## src/rtl/uart_tx_fifo.sv

```systemverilog
// uart_tx_fifo: parametrised UART transmitter fed by a valid/ready input FIFO.
// Optional break generation (brk_req port, BREAK/GUARD states) when UART_TX_BREAK_EN is defined.
module uart_tx_fifo #(
    parameter int unsigned DATA_W     = 8,
    parameter int unsigned PARITY     = 0,
    parameter int unsigned STOP_BITS  = 1,
    parameter int unsigned DIV_W      = 16,
    parameter int unsigned FIFO_DEPTH = 4
) (
    input  logic                          clk,
    input  logic                          rst,
    input  logic [DIV_W-1:0]              baud_div,
    input  logic                          s_valid,
    input  logic [DATA_W-1:0]             s_data,
    output logic                          s_ready,
    output logic                          tx,
    output logic                          busy,
    output logic [$clog2(FIFO_DEPTH):0]   fifo_level
`ifdef UART_TX_BREAK_EN
    ,
    input  logic                          brk_req
`endif
);

    localparam int unsigned PTR_W   = $clog2(FIFO_DEPTH);
    localparam int unsigned LVL_W   = PTR_W + 1;
    localparam int unsigned BIT_W   = $clog2(DATA_W);
    localparam logic        PAR_ODD = 1'(PARITY == 2);
    localparam logic        HAS_PAR = 1'(PARITY != 0);

`ifdef UART_TX_BREAK_EN
    typedef enum logic [2:0] {
        ST_IDLE, ST_START, ST_DATA, ST_PARITY, ST_STOP, ST_BREAK, ST_GUARD
    } state_t;
`else
    typedef enum logic [2:0] {
        ST_IDLE, ST_START, ST_DATA, ST_PARITY, ST_STOP
    } state_t;
`endif

    // Input FIFO storage and pointers
    logic [DATA_W-1:0] mem [FIFO_DEPTH];
    logic [PTR_W-1:0]  wr_ptr;
    logic [PTR_W-1:0]  rd_ptr;
    logic [LVL_W-1:0]  count;
    logic [LVL_W-1:0]  count_next;
    logic              push;
    logic              pop;
    logic              fifo_nonempty;
    logic [DATA_W-1:0] fifo_rd;

    // Serializer state
    state_t            state;
    state_t            state_n;
    logic [DIV_W-1:0]  cnt;
    logic [DIV_W-1:0]  cnt_n;
    logic [DIV_W-1:0]  div_q;
    logic [DIV_W-1:0]  div_n;
    logic [DIV_W-1:0]  div_clamp;
    logic [DATA_W-1:0] shreg;
    logic [DATA_W-1:0] shreg_n;
    logic [BIT_W-1:0]  bit_idx;
    logic [BIT_W-1:0]  bit_n;
    logic              par_q;
    logic              par_n;
    logic              stop_idx;
    logic              stop_n;
    logic              tx_n;
    logic              busy_n;
    logic              bit_end;
    logic              start_frame;

    assign push          = s_valid && s_ready;
    assign fifo_nonempty = (count != '0);
    assign fifo_rd       = mem[rd_ptr];
    assign count_next    = count + LVL_W'(push) - LVL_W'(pop);
    assign fifo_level    = count;

    // A divisor below 2 would leave no room to count a bit period
    assign div_clamp = (baud_div < DIV_W'(2)) ? DIV_W'(2) : baud_div;
    assign bit_end   = (cnt == div_q - DIV_W'(1));

    always_ff @(posedge clk) begin
        if (push) begin
            mem[wr_ptr] <= s_data;
        end
    end

    always_ff @(posedge clk) begin
        if (rst) begin
            wr_ptr  <= '0;
            rd_ptr  <= '0;
            count   <= '0;
            s_ready <= 1'b1;
        end else begin
            if (push) begin
                wr_ptr <= wr_ptr + PTR_W'(1);
            end
            if (pop) begin
                rd_ptr <= rd_ptr + PTR_W'(1);
            end
            count   <= count_next;
            s_ready <= (count_next != LVL_W'(FIFO_DEPTH));
        end
    end

    // State and output registers
    always_ff @(posedge clk) begin
        if (rst) begin
            state    <= ST_IDLE;
            cnt      <= '0;
            div_q    <= DIV_W'(2);
            shreg    <= '0;
            bit_idx  <= '0;
            par_q    <= 1'b0;
            stop_idx <= 1'b0;
            tx       <= 1'b1;
            busy     <= 1'b0;
        end else begin
            state    <= state_n;
            cnt      <= cnt_n;
            div_q    <= div_n;
            shreg    <= shreg_n;
            bit_idx  <= bit_n;
            par_q    <= par_n;
            stop_idx <= stop_n;
            tx       <= tx_n;
            busy     <= busy_n;
        end
    end

    // Next-state logic; tx_n is the line level for the cycle after this edge
    always_comb begin
        state_n     = state;
        cnt_n       = cnt + DIV_W'(1);
        div_n       = div_q;
        shreg_n     = shreg;
        bit_n       = bit_idx;
        par_n       = par_q;
        stop_n      = stop_idx;
        tx_n        = tx;
        pop         = 1'b0;
        start_frame = 1'b0;

        case (state)
            ST_IDLE: begin
                cnt_n = '0;
                tx_n  = 1'b1;
`ifdef UART_TX_BREAK_EN
                if (brk_req) begin
                    state_n = ST_BREAK;
                    tx_n    = 1'b0;
                    div_n   = div_clamp;
                end else if (fifo_nonempty) begin
                    start_frame = 1'b1;
                end
`else
                if (fifo_nonempty) begin
                    start_frame = 1'b1;
                end
`endif
            end
            ST_START: begin
                if (bit_end) begin
                    cnt_n   = '0;
                    state_n = ST_DATA;
                    bit_n   = '0;
                    tx_n    = shreg[0];
                end
            end
            ST_DATA: begin
                if (bit_end) begin
                    cnt_n = '0;
                    if (bit_idx == BIT_W'(DATA_W - 1)) begin
                        if (HAS_PAR) begin
                            state_n = ST_PARITY;
                            tx_n    = par_q;
                        end else begin
                            state_n = ST_STOP;
                            stop_n  = 1'b0;
                            tx_n    = 1'b1;
                        end
                    end else begin
                        bit_n   = bit_idx + BIT_W'(1);
                        shreg_n = {1'b0, shreg[DATA_W-1:1]};
                        tx_n    = shreg[1];
                    end
                end
            end
            ST_PARITY: begin
                if (bit_end) begin
                    cnt_n   = '0;
                    state_n = ST_STOP;
                    stop_n  = 1'b0;
                    tx_n    = 1'b1;
                end
            end
            ST_STOP: begin
                if (bit_end) begin
                    cnt_n = '0;
                    if (stop_idx == 1'(STOP_BITS - 1)) begin
                        // Chain straight into the next start bit when data is waiting
                        if (fifo_nonempty) begin
                            start_frame = 1'b1;
                        end else begin
                            state_n = ST_IDLE;
                            tx_n    = 1'b1;
                        end
                    end else begin
                        stop_n = 1'b1;
                    end
                end
            end
`ifdef UART_TX_BREAK_EN
            ST_BREAK: begin
                cnt_n = '0;
                tx_n  = 1'b0;
                if (!brk_req) begin
                    state_n = ST_GUARD;
                    tx_n    = 1'b1;
                end
            end
            ST_GUARD: begin
                tx_n = 1'b1;
                if (bit_end) begin
                    state_n = ST_IDLE;
                end
            end
`endif
            default: begin
                state_n = ST_IDLE;
                tx_n    = 1'b1;
            end
        endcase

        // Pop and latch the character, divisor and parity for a new frame
        if (start_frame) begin
            pop     = 1'b1;
            state_n = ST_START;
            cnt_n   = '0;
            div_n   = div_clamp;
            shreg_n = fifo_rd;
            par_n   = (^fifo_rd) ^ PAR_ODD;
            tx_n    = 1'b0;
        end

        busy_n = (state_n != ST_IDLE) || (count_next != '0);
    end

endmodule
```

## config.mk

```make
export PLATFORM = sky130hd
export DESIGN_NAME = uart_tx_fifo
export DESIGN_NICKNAME = d
export VERILOG_FILES = /design/src/rtl/uart_tx_fifo.sv
export SDC_FILE = /design/constraint.sdc
export NUM_CORES = 1
export LEC_CHECK = 0
export CAP_MARGIN = 20
export CORE_MARGIN = 10
export CORE_UTILIZATION = 35
export DETAILED_ROUTE_END_ITERATION = 7
export MAX_ROUTING_LAYER = met4
export REMOVE_ABC_BUFFERS = 1
export SYNTH_ARGS = -nofsm -noshare
export SYNTH_HDL_FRONTEND = slang
export SYNTH_SLANG_ARGS = --single-unit
```

## constraint.sdc

```tcl
create_clock -name clk -period 9.44 [get_ports clk]
set_clock_uncertainty 0.2 [all_clocks]
set_input_delay 1.888 -clock clk [delete_from_list [all_inputs] [get_ports clk]]
set_output_delay 1.888 -clock clk [all_outputs]
set_load 0.05 [all_outputs]
```

==> results_dict.tcl <==
set metrics [dict create \
    detail_route.first_pass.iterations 4 \
    end_kind "flip-flop" \
    power_density_nw_per_um2 276 \
    grt_pass1_vias 3336 \
    num_vias 3272 \
    place.gp.congestion 0.881 \
    yosysUniqueCellTypes 61 \
    grt_pass1_wl_mm 16.6 \
    tightest_slew_ns 0.823 \
    grt_use_total_pct 11.9 \
    cts_resized 0 \
    syn2layout_area_growth_pct 15.6 \
    met1_usage_pct 13.3 \
    fmax_mhz 186 \
    fin_crit_sh_pct 56.9 \
    synthFlopType "dfxtp_1" \
    slew_viol_final 0 \
    yosysSeqAreaShare_pct 47.9 \
    start_kind "flip-flop" \
    wl_per_cell_um 15.9 \
    critical_path_class "flip-flop to flip-flop" \
    power.total_mw 1.41 \
    drc 0 \
    holdBufCountCts 0 \
    numCtsBuffers 9 \
    ant_nets 0 \
    setup_viol 0 \
    crit_start "div_q[0]$_SDFFE_PP0N_" \
    place_hpwl_mm 7.13 \
    syn_avg_cell_area_um2 10.4 \
    rsz0062_at_grt "no" \
    clock_latency_ns 0.35 \
    drt_iter0_markers 218 \
    cts_max_level 3 \
    die-area_um2 17600 \
    hold_ws_ns 0.287 \
    fin_tns_setup_ns 0 \
    slew_headroom_pct 44.8 \
    synth-seq-cells 90 \
    regArea_um2 2120 \
    hold_viol 0 \
    synth_edf_count 32 \
    p_leak_nw 1.71 \
    cts_sinks 90 \
    dieWidth_um 133 \
    yosys-top-cells-area "dfxtp_1 (26%), edfxtp_1 (22%), xnor2_1 (4.1%)" \
    worstPathArrival_ns 5.38 \
    gr-total-overflow 0 \
    rows 41 \
    min_from "bit_idx[1]$_SDFFE_PP0P_" \
    cts_setup_buffers 0 \
    synth_cells 427 \
    grt_max_degree 62 \
    period_minus_slack_ns 5.37 \
    crit_path_max_fanout 18 \
    fp.dieH_um 133 \
    synthArstFlopShare_pct 0 \
    max-vdd-ir-drop_uv 174 \
    nets 482 \
    yosysTopAreaCell "dfxtp_1" \
    hold_class "flip-flop to flip-flop" \
    num-fill-cells 1216 \
    grt_antenna_before_repair 0 \
    reg2reg_from "div_q[0]$_SDFFE_PP0N_" \
    synth_top_area_share_pct 26.2 \
    met2_usage_pct 19.8 \
    maxCapViolations 0 \
    diodes 0 \
    cts_root_buffer "clkbuf_16" \
    synth_area_um2 4430 \
    initial_utilization_pct 35.4 \
    required_ns 9.45 \
    wirelength_mm 9.86 \
    clkTransAtPathRegs_ns 0.07 \
    fin_area_um2 5130 \
    core_um2 12500 \
    viasPerCell 5.27 \
    yosys_warnings 0 \
    ios 33 \
    place_area_um2 4850 \
    drive_above_1_share_pct 9.58 \
    portBuffers 32 \
    use_met3_pct 3.75 \
    multi_input_area_um2 2150 \
    cts_max_path_buffers 2 \
    status "complete, no violations" \
    grt-busiest-layer "met2" \
    cts_tree "built" \
]
[where the power goes]
part	switching, mW	total [mW]	internal, mW
combinational	0.289	0.512	0.223
clock	0.156	0.335	0.180
sequential	0.0861	0.567	0.481
[metal layers]
layer  vias up  wire (um)
met3        20        336
met1      1581       4470
met4         0        193
met2        59       4860
li1       1612          -
met5         -          0
[cells in the mapped netlist (3+ instances only)]
master,n
nand3_1,20
o21ai_0,21
mux4_2,8
o31a_1,3
or3_1,3
nor3b_1,3
ha_1,10
buf_6,3
nor3_1,32
xor2_1,16
a211oi_1,9
and3_1,10
nor4_1,9
mux2i_1,9
dfxtp_1,58
nand4_1,5
a21oi_1,15
buf_2,3
edfxtp_1,32
clkbuf_1,19
o21ai_1,9
o31ai_1,3
nand2b_1,4
nand2_1,24
inv_1,10
nor2b_1,9
xnor2_1,21
nor2_1,16
[cells by family after synthesis]
| group | after synthesis | synth area share [%] |
|---|---|---|
| muxes | 18 | 6.35 |
| buffers and inverters | 38 | 3.84 |
| xor gates and xnor gates | 37 | 7.31 |
| and+or+nand+nor | 153 | 19.6 |
| DFF | 90 | 47.9 |
| adders and majority gates | 12 | 3.53 |
| AOI/OAI and AO/OA | 79 | 11.5 |
[cell usage in the layout (no fill, tap or decap), drive strengths merged, types with 2 or more instances in the layout]
cell,n
dfxtp,58
nor3,32
edfxtp,32
clkdlybuf4s50,31
o21ai,31
nand2,24
xnor2,21
nand3,20
nor2,16
xor2,16
a21oi,15
inv,13
nor4,12
and3,10
ha,10
a211oi,10
nor2b,9
mux2i,9
clkbuf,9
mux4,8
nand4,7
nand2b,4
nor3b,4
or4,4
o31ai,4
o31a,3
or3,3
buf,3
a31oi,2
o22ai,2
nand3b,2
o211ai,2
a211o,2
clkinvlp,2
clkinv,2
[registers in the layout (all words and copies together), names as in the netlist, named ones only]
signal	flops
div_q	16
rd_ptr	2
shreg	8
busy	1
s_ready	1
tx	1
cnt	16
state	3
wr_ptr	2
mem	32
bit_idx	3
fifo_level	3
[per-stage QoR]
| step | cells | setup WS (ns) | utilization, % |
|---|---|---|---|
| floorplan | 399 | 4.85 | - |
| global placement | 605 | 4.30 | 38.8 |
| detailed placement | 605 | 4.12 | 38.8 |
| CTS | 621 | 4.10 | 41.0 |
| global route | 621 | 3.65 | 41.0 |
| finish | 621 | 4.07 | 41.0 |
[path summary, 6_finish.rpt]
check,to,slack [ns],cells past startpoint
worst min-delay path,bit_idx[1]$_SDFFE_PP0P_,0.29,2
worst max-delay path,busy$_SDFF_PP0_,4.07,20
worst min register to register,bit_idx[1]$_SDFFE_PP0P_,0.29,2
worst max register to register,busy$_SDFF_PP0_,4.07,20
[worst max-delay path, stage by stage, from the launching register on]
cell     delay, ns
dfxtp_1       0.35
inv_1         0.09
ha_1          0.21
nor3b_2       0.44
nand4_1       0.16
o31ai_1       0.23
and3_1        0.23
nand4_2       0.19
o21ai_1       0.70
nand2_1       0.60
inv_1         0.17
ha_1          0.24
inv_1         0.06
ha_1          0.13
inv_1         0.05
fa_1          0.37
xor2_1        0.16
xnor2_1       0.18
o21ai_0       0.11
nor4b_1       0.27
a21oi_1       0.10
[cell type report]
cell class,count,area share (%)
well taps,172,4.20
clock inverters,7,0.976
flip-flops and latches,90,41.4
repair buffers,34,6.44
inverters,10,0.732
multi-input cells,299,41.9
clock buffers,9,4.39
Power figures use the tool's default switching activity.
